**config.mk**
```make
export PLATFORM = sky130hd
export DESIGN_NAME = noc_output_arbiter
export DESIGN_NICKNAME = d
export VERILOG_FILES = /design/src/rtl/noc_defs.sv /design/src/rtl/rr_pick5.sv /design/src/rtl/noc_output_arbiter.sv
export SDC_FILE = /design/constraint.sdc
export NUM_CORES = 1
export LEC_CHECK = 0
export BUFFER_PORTS_ARGS = -buffer_cell sky130_fd_sc_hd__buf_2
export CELL_PAD_IN_SITES_DETAIL_PLACEMENT = 0
export CELL_PAD_IN_SITES_GLOBAL_PLACEMENT = 1
export CORE_MARGIN = 2
export CORE_UTILIZATION = 45
export DETAILED_ROUTE_END_ITERATION = 10
export MAX_ROUTING_LAYER = met4
export PLACE_DENSITY_LB_ADDON = 0.1
export RECOVER_POWER = 25
export SLEW_MARGIN = 20
export SYNTH_ARGS = -nofsm -noshare
export SYNTH_HDL_FRONTEND = slang
export SYNTH_SLANG_ARGS = --single-unit
```
**constraint.sdc**
```tcl
create_clock -name clk -period 5.6 [get_ports clk]
set_input_delay 0.28 -clock clk [delete_from_list [all_inputs] [get_ports clk]]
set_output_delay 0.28 -clock clk [all_outputs]
set_load 0.005 [all_outputs]
```
**src/rtl/noc_defs.sv**
```systemverilog
// noc_defs: shared router constants (port codes, flit types, mesh size) and arbiter types
package noc_defs;
    localparam int NUM_PORTS   = 5;
    localparam int FLIT_TYPE_W = 2;
    localparam int SEL_W       = 3;
    localparam int X_NODE_NUM  = 4;
    localparam int Y_NODE_NUM  = 4;
    localparam int X_NODE_W    = $clog2(X_NODE_NUM);
    localparam int Y_NODE_W    = $clog2(Y_NODE_NUM);
    localparam logic [SEL_W-1:0] PORT_L = 3'd1;
    localparam logic [SEL_W-1:0] PORT_E = 3'd2;
    localparam logic [SEL_W-1:0] PORT_N = 3'd3;
    localparam logic [SEL_W-1:0] PORT_W = 3'd4;
    localparam logic [SEL_W-1:0] PORT_S = 3'd5;
    typedef enum logic [FLIT_TYPE_W-1:0] {
        FT_BODY   = 2'b00,
        FT_TAIL   = 2'b01,
        FT_HDR    = 2'b10,
        FT_SINGLE = 2'b11
    } flit_type_t;
    typedef enum logic {ST_IDLE, ST_BUSY} arb_state_t;
    function automatic logic is_head(input logic [FLIT_TYPE_W-1:0] t);
        return (t == FT_HDR) || (t == FT_SINGLE);
    endfunction
    function automatic logic is_last(input logic [FLIT_TYPE_W-1:0] t);
        return (t == FT_TAIL) || (t == FT_SINGLE);
    endfunction
    function automatic logic [SEL_W-1:0] next_ptr(input logic [SEL_W-1:0] p);
        return (p >= SEL_W'(NUM_PORTS - 1)) ? '0 : p + 3'd1;
    endfunction
endpackage

```
**src/rtl/rr_pick5.sv**
```systemverilog
// rr_pick5: combinational round-robin picker over five requesters starting at ptr
module rr_pick5
    import noc_defs::*;
(
    input  logic [NUM_PORTS-1:0] elig,
    input  logic [SEL_W-1:0]     ptr,
    output logic [NUM_PORTS-1:0] win,
    output logic                 valid
);
    logic [SEL_W-1:0] base;
    assign base  = (ptr < SEL_W'(NUM_PORTS)) ? ptr : '0;
    assign valid = |elig;
    // scan in reverse priority so the earliest eligible index after base is written last
    always_comb begin
        win = '0;
        for (int k = NUM_PORTS - 1; k >= 0; k--)
            if (elig[(int'(base) + k) % NUM_PORTS])
                win = NUM_PORTS'(1) << ((int'(base) + k) % NUM_PORTS);
    end
endmodule

```
**src/rtl/noc_output_arbiter.sv**
```systemverilog
// noc_output_arbiter: per-output round-robin packet arbiter; NOC_ARB_PKT_CNT_EN adds pkt_count/starve
module noc_output_arbiter
    import noc_defs::*;
(
    input  logic                           clk,
    input  logic                           rst_n,
    input  logic [NUM_PORTS-1:0]           req,
    input  logic [NUM_PORTS*FLIT_TYPE_W-1:0] flit_type_in,
    input  logic                           out_ready,
    output logic [NUM_PORTS-1:0]           grant,
    output logic [SEL_W-1:0]               xbar_sel,
    output logic                           out_valid,
    output logic                           busy
`ifdef NOC_ARB_PKT_CNT_EN
    ,
    output logic [15:0]                    pkt_count,
    output logic [NUM_PORTS-1:0]           starve
`endif
);
    arb_state_t state, state_nxt;
    logic [NUM_PORTS-1:0] elig, win, grant_nxt;
    logic [SEL_W-1:0] rr_ptr, ptr_nxt, sel_nxt, win_sel, g_idx;
    logic [FLIT_TYPE_W-1:0] g_type;
    logic win_vld, busy_nxt, transfer, release_pkt;

    rr_pick5 u_pick (
        .elig  (elig),
        .ptr   (rr_ptr),
        .win   (win),
        .valid (win_vld)
    );

    // only packet heads (HDR or SINGLE) may compete for an idle output
    always_comb begin
        elig = '0;
        for (int i = 0; i < NUM_PORTS; i++)
            elig[i] = req[i] & is_head(flit_type_in[FLIT_TYPE_W*i +: FLIT_TYPE_W]);
    end

    // decode the granted input's index/type and the winner's crossbar code
    always_comb begin
        g_type  = '0;
        g_idx   = '0;
        win_sel = '0;
        for (int i = 0; i < NUM_PORTS; i++) begin
            if (grant[i]) begin
                g_type = flit_type_in[FLIT_TYPE_W*i +: FLIT_TYPE_W];
                g_idx  = SEL_W'(i);
            end
            if (win[i])
                win_sel = SEL_W'(i + 1);
        end
    end

    assign out_valid   = |(grant & req);
    assign transfer    = out_valid & out_ready;
    assign release_pkt = (state == ST_BUSY) & transfer & is_last(g_type);

    // next-state: arbitrate when idle, hold until the packet's last flit transfers when busy
    always_comb begin
        state_nxt = state;
        grant_nxt = grant;
        sel_nxt   = xbar_sel;
        busy_nxt  = busy;
        ptr_nxt   = rr_ptr;
        if (state == ST_IDLE) begin
            if (win_vld) begin
                state_nxt = ST_BUSY;
                grant_nxt = win;
                sel_nxt   = win_sel;
                busy_nxt  = 1'b1;
            end
        end else if (release_pkt) begin
            state_nxt = ST_IDLE;
            grant_nxt = '0;
            sel_nxt   = '0;
            busy_nxt  = 1'b0;
            ptr_nxt   = next_ptr(g_idx);
        end
    end

    // state and registered outputs
    always_ff @(posedge clk or negedge rst_n) begin
        if (!rst_n) begin
            state    <= ST_IDLE;
            grant    <= '0;
            xbar_sel <= '0;
            busy     <= 1'b0;
            rr_ptr   <= '0;
        end else begin
            state    <= state_nxt;
            grant    <= grant_nxt;
            xbar_sel <= sel_nxt;
            busy     <= busy_nxt;
            rr_ptr   <= ptr_nxt;
        end
    end

`ifdef NOC_ARB_PKT_CNT_EN
    logic [3:0] wait_cnt [NUM_PORTS];

    // completed-packet counter and sticky starvation flags after 16 waiting cycles
    always_ff @(posedge clk or negedge rst_n) begin
        if (!rst_n) begin
            pkt_count <= '0;
            starve    <= '0;
            for (int i = 0; i < NUM_PORTS; i++)
                wait_cnt[i] <= '0;
        end else begin
            if (release_pkt)
                pkt_count <= pkt_count + 16'd1;
            for (int i = 0; i < NUM_PORTS; i++) begin
                if (elig[i] & ~grant[i]) begin
                    if (wait_cnt[i] == 4'd15)
                        starve[i] <= 1'b1;
                    else
                        wait_cnt[i] <= wait_cnt[i] + 4'd1;
                end else begin
                    wait_cnt[i] <= '0;
                end
            end
        end
    end
`endif
endmodule

```
After elaboration in Yosys (flattened, before gate mapping)
Index checks and enable logic that the tools add are counted.

storage, ports and cells
  register bits after elaboration = 13
  output and inout port bits = 10

cells by class
  bitwise logic cells = 9
  div/mod/pow operators = 5
  add/subtract/negate cells = 5
  reductions and logical operators = 11
  eq/ne operators = 13
  order comparisons = 7
  mux-type cells = 48
  shift operators = 5

operators with widths
  operator                                                                  count
  32-bit by 5-bit < comparator with 1-bit output, second input constant     5
  1-bit by 32-bit left shift with 5-bit output, first input constant        5
  32-bit by 4-bit remainder unit with 32-bit output, second input constant  4
  5-bit two-way mux                                                         8
  3-bit two-way mux                                                         12
  4-bit by 4-bit remainder unit with 32-bit output, second input constant   1
  2-bit equality test, second input constant                                11
  1-bit two-way mux                                                         18
  1-bit binary-select mux with 3-bit select                                 5
  2-bit two-way mux                                                         5
  5-bit OR reduction                                                        2
  3-bit by 2-bit adder with 4-bit output, second input constant             2
  1-bit AND                                                                 8
  1-bit logical OR                                                          6
  5-bit AND                                                                 1
  3-bit by 1-bit adder with 4-bit output, second input constant             1
  3-bit by 3-bit adder with 4-bit output, second input constant             1
  2-bit AND reduction                                                       2
  3-bit by 1-bit adder with 3-bit output, second input constant             1
  3-bit >= comparator, second input constant                                1
  3-bit < comparator, second input constant                                 1
  2-bit by 1-bit equality test with 1-bit output, second input constant     1
  2-bit by 1-bit != test with 1-bit output, second input constant           1
  2-bit nonzero test                                                        1

Longest topological paths before layout
  depth after elaboration = 19
  mapped depth = 20
  depth with buffers taken out = 17

By module
A second synthesis with hierarchy kept.

unflattened totals
  cell total of the unflattened synthesis = 399
  area, all modules = 2,797.7 um2

by module, submodules not included
  module              seq. area each (um2)  cells each  area an instance (um2)  times used
  rr_pick5            0.0                   317         2,072.0                 1
  noc_output_arbiter  325.3                 82          725.7                   1

Worst setup path before layout
OpenSTA, ideal clock, no wires.

  path type = register to register
  start point = register rr_ptr[2]
  end point = register xbar_sel[0]
  arrival = 4,198 ps
  cell stages (with the launch flop) = 20
  clock period less this slack = 4,271 ps
  required time = 5,527 ps
  slack = 1,329 ps
  setup time = 73 ps
  cells stage by stage = dfrtp_1 -> nand2b_1 -> buf_2 -> buf_2 -> buf_1 -> ha_1 -> inv_1 -> ha_1 -> nor2b_1 -> inv_1 -> ha_1 -> nand2b_1 -> a211oi_2 -> o221ai_2 -> mux2i_1 -> o211ai_1 -> or3_4 -> nor4_1 -> o311ai_2 -> nand4b_1

on the way
  word-level cells in the longest chain between the ends = 19
  elaborated cells on any way between the ends = 43

RTL lines
  item                                                  RTL line                        text
  from (decl)                                           noc_output_arbiter.sv:22        logic [SEL_W-1:0] rr_ptr, ptr_nxt, sel_nxt, win_sel, g_idx;
  from (signal assigned)                                noc_output_arbiter.sv:95        rr_ptr <= ptr_nxt;
  3-bit < comparator                                    rr_pick5.sv:11                  assign base = (ptr < SEL_W'(NUM_PORTS)) ? ptr : '0;
  3-bit two-way mux (*)                                 rr_pick5.sv:11
  3-bit by 3-bit adder with 4-bit output                rr_pick5.sv:17, rr_pick5.sv:18
  32-bit by 4-bit remainder unit with 32-bit output     rr_pick5.sv:17, rr_pick5.sv:18
  1-bit binary-select mux with 3-bit select             rr_pick5.sv:17                  if (elig[(int'(base) + k) % NUM_PORTS])
  1-bit two-way mux (not written as such) (2 in a row)  rr_pick5.sv:17
  5-bit two-way mux (4 in a row)                        rr_pick5.sv:17
  5-bit two-way mux (*)                                 rr_pick5.sv:17
  1-bit two-way mux                                     noc_output_arbiter.sv:50        if (win[i])
  3-bit two-way mux (3 in a row)                        noc_output_arbiter.sv:50
  3-bit two-way mux (*)                                 noc_output_arbiter.sv:50
  3-bit two-way mux (*)                                 noc_output_arbiter.sv:67        if (win_vld) begin
  3-bit two-way mux (*)                                 noc_output_arbiter.sv:66        if (state == ST_IDLE) begin
  to (signal assigned)                                  noc_output_arbiter.sv:93        xbar_sel <= sel_nxt;
  to (decl)                                             noc_output_arbiter.sv:11        output logic [SEL_W-1:0] xbar_sel,

Mark *: on every way between the ends. The rest lies on a longest branch, timed or not. The select of a mux whose other input is x is not followed.
A chain may end at the register's enable or synchronous reset.

Final worst setup path
  start point = register rr_ptr[0]
  end point = register xbar_sel[1]

on the way
  word-level cells in the longest chain between the ends = 18
  elaborated cells on any way between the ends = 42

RTL lines
  item                                                  RTL line
  3-bit < comparator                                    rr_pick5.sv:11
  3-bit two-way mux (*)                                 rr_pick5.sv:11
  3-bit by 3-bit adder with 4-bit output                rr_pick5.sv:17, rr_pick5.sv:18
  32-bit by 4-bit remainder unit with 32-bit output     rr_pick5.sv:17, rr_pick5.sv:18
  1-bit binary-select mux with 3-bit select             rr_pick5.sv:17
  1-bit two-way mux (not written as such) (2 in a row)  rr_pick5.sv:17
  5-bit two-way mux (4 in a row)                        rr_pick5.sv:17
  5-bit two-way mux (*)                                 rr_pick5.sv:17
  3-bit two-way mux (3 in a row)                        noc_output_arbiter.sv:50
  3-bit two-way mux (*)                                 noc_output_arbiter.sv:50
  3-bit two-way mux (*)                                 noc_output_arbiter.sv:67
  3-bit two-way mux (*)                                 noc_output_arbiter.sv:66

Marks and branches as above.

==> flow_metrics.tcl <==
set metrics [dict create \
    outcome "finished clean" \
    drive_gt1_frac 0.165 \
    core_um2 5920 \
    rrSetupSlack_ps 880 \
    crit_path_top_delay_cell "dfrtp_1" \
    synthCells 373 \
    viasPerCell 6.36 \
    cts_max_level 1 \
    r2r_end "xbar_sel[1]$_DFFE_PN0P_" \
    layout_commonest_cell "nand2_1" \
    max-clock-path-buffers 2 \
    fmax_mhz 212 \
    die_x_um 82.2 \
    p_leak_nw 1.29 \
    slew_headroom 0.451 \
    cp-start-kind "register" \
    cellPowerDensity_nw_per_um2 709 \
    overflow 0 \
    critPathMaxFanout 11 \
    post_cts_buffers 0 \
    syn_nets 414 \
    crit_path_end "xbar_sel[1]$_DFFE_PN0P_" \
    post-place-ws_ps 1000 \
    ys_warn_count 0 \
    dieArea_um2 6760 \
    final-hold-violation-count 0 \
    combPwrFrac 0.856 \
    finalSetupViolations 0 \
    synth_area_um2 2750 \
    worst_setup_path_end_kind "register" \
    synth_ff_type "dfrtp_1" \
    tightest_slew_ps 823 \
    initial_core_util 0.465 \
    drc 0 \
    cts_tree "built" \
    io_pins 28 \
    cpMostUsedCell "ha_1" \
    place.gp.congestion 0.992 \
    p_int_mw 0.869 \
    critPathKind "register to register" \
    synthToLayoutAreaGrowth_pct 6.73 \
    routed_wl_um 9040 \
    dr.first_iter.drc_count 229 \
    n_antenna_cell 0 \
    irDropWorstVdd_mv 0.369 \
    p_switching_mw 1.21 \
    max_stage_delay_ps 550 \
    path_clk_slew_ps 60 \
    layout_common_cells "nand2_1 (40), a21oi_1 (27), nor2_1 (26), buf_2 (26)" \
    crit_arrival_ps 4900 \
    final_util 0.496 \
    dp_hpwl_um 6860 \
    placed_cell_area_um2 2880 \
    ff2ff_path_depth 16 \
    switching_share 0.582 \
    first_pass_iters 5 \
    wl_per_cell_um 19.5 \
    drv_slew 0 \
    clkSinkCount 13 \
    vias 2943 \
    design_area_um2 2940 \
    synth_area_leaders "dfrtp_1 (12%), ha_1 (10%), nand2_1 (5.5%)" \
    synth_top_area_share 0.118 \
    synth_enable_flop_cells 0 \
    synth-seq-cells 13 \
    grt_antenna_before_repair 0 \
    port_buffers 27 \
    cts_made_buffers 3 \
    min_path_type "register to register" \
    r2r_start "rr_ptr[0]$_DFFE_PN0P_" \
    required_ps 5780 \
    fp.dieH_um 82.2 \
    worst_clock_skew_ps 3.70 \
    crit_chain "nor3b_4 -> ha_1 -> and3b_1 -> nor2_2 -> inv_1 -> ha_1 -> nand2b_1 -> a211oi_2 -> o221ai_2 -> mux2i_1 -> o211ai_1 -> or3_4 -> nor3_1 -> o31ai_1 -> or2_1 -> nand3_1" \
    total_power_mw 2.08 \
    ant_nets 0 \
    power_frac_seq 0.101 \
    synth-seq-area-share 0.118 \
    fin_crit_sh 0.842 \
    grt_pass1_wl_um 14300 \
    grt_max_degree 31 \
    cap_viol_max_count 0 \
    layout_setup_ws_ps 883 \
    first_global_vias 2697 \
    nets 430 \
    rsz0062_at_grt "false" \
    root_buffer "clkbuf_8" \
    period_needed_ps 4720 \
    synth_top_cell_by_area "dfrtp_1" \
    critPathLaunch "rr_ptr[0]$_DFFE_PN0P_" \
    rows 28 \
    yosysUniqueCellTypes 80 \
    syn_area_per_cell_um2 7.38 \
    clock_power_share 0.043 \
    tns_ps 0 \
    async_flop_share 1.00 \
    gr-usage-all-layers 0.284 \
    clk_latency_ps 250 \
]
==> cell families after synthesis <==
logic type	count (synthesis)	synth area share
and+or+nand+nor	158	0.320
AOI/OAI and AO/OA	128	0.338
buffers and inverters	39	0.0728
adders and majority gates	24	0.111
DFF	13	0.118
muxes	10	0.0368
xor gates and xnor gates	1	0.00318
==> per-layer routing <==
| layer | up-vias | wire length, um | GRT usage |
|---|---|---|---|
| met5 | - | 0 | - |
| met4 | 0 | 130 | 0.0500 |
| met3 | 13 | 497 | 0.0337 |
| met2 | 92 | 4120 | 0.441 |
| met1 | 1407 | 4300 | 0.401 |
| li1 | 1431 | - | - |
==> flip-flops by register name (all words and copies together) (netlist names) <==
register and cells:
xbar_sel 3, busy 1, grant 5, state 1
rr_ptr 3
==> synthesized netlist by cell type, types with 3 or more instances <==
cell	count
clkbuf_1	5
nand2_1	40
ha_1	22
o221ai_1	3
nor2b_1	5
o211ai_1	10
a32oi_1	3
nand3_1	5
a31oi_1	9
nand2b_1	9
a211oi_1	3
a21oi_1	27
or2_2	3
nor2_1	26
or3_1	3
dfrtp_1	13
and3b_1	4
o22ai_1	4
o31ai_1	7
inv_1	14
a22oi_1	3
mux2i_1	9
a211o_1	3
and2_1	9
nor3b_1	5
o21ai_0	22
buf_6	4
nor4_1	3
nor3_1	21
buf_2	9
nand4_1	6
a21o_1	6
==> critical path: cells and delay by family, from the launching register on <==
| family | cells | cell delay (ps) |
|---|---|---|
| compound gates | 4 | 790 |
| simple gates | 8 | 2170 |
| flops | 1 | 550 |
| mux | 1 | 280 |
| buf+inv | 1 | 170 |
| fa+ha+maj | 2 | 710 |
==> area by class of cell <==
| type | count | area [um2] |
|---|---|---|
| Timing Repair Buffer | 32 | 174 |
| Clock buffer | 4 | 45.0 |
| Sequential cell | 13 | 325 |
| Tap cell | 75 | 93.8 |
| Multi-Input combinational cell | 321 | 2230 |
| Fill cell | 634 | 2980 |
| Inverter | 18 | 72.6 |
==> power groups by stage <==
| stage | registers, mW | clock network (mW) | logic, mW |
|---|---|---|---|
| 5_1_grt | 0.219 | 0.0933 | 1.97 |
| 6_report | 0.210 | 0.0896 | 1.78 |
| 4_1_cts | 0.209 | 0.0882 | 1.75 |
| 3_5_place_dp | 0.211 | 0 | 1.74 |
| 2_1_floorplan | 0.171 | 0 | 1.42 |
| 3_3_place_gp | 0.209 | 0 | 1.75 |
==> repair_timing <==
action / CTS / global route
endpoints found under the setup margin: 0 / 0
resized for setup: 0 / 0
hold buffers: 1 / 0
endpoints found under the hold margin: 13 / 0
==> metrics by stage <==
stage          hold slack [ps]  std cells
6_report                   485        463
3_3_place_gp               190        458
3_5_place_dp               200        458
2_1_floorplan            -15.6        373
4_1_cts                    475        463
5_1_grt                    511        463
==> worst min-delay path by stage <==
stage,depth (start not counted),endpoint,start,slack (ps)
final,2,busy$_DFFE_PN0P_,busy$_DFFE_PN0P_,480
after global routing,1,xbar_sel[2]$_DFFE_PN0P_,xbar_sel[2]$_DFFE_PN0P_,510
after CTS,2,xbar_sel[1]$_DFFE_PN0P_,rst_n,470
after detailed placement,1,busy$_DFFE_PN0P_,rst_n,200
after global placement,1,busy$_DFFE_PN0P_,rst_n,190
after floorplan,0,busy$_DFFE_PN0P_,rst_n,-20
Note: power is estimated with default switching activity, not from simulation.
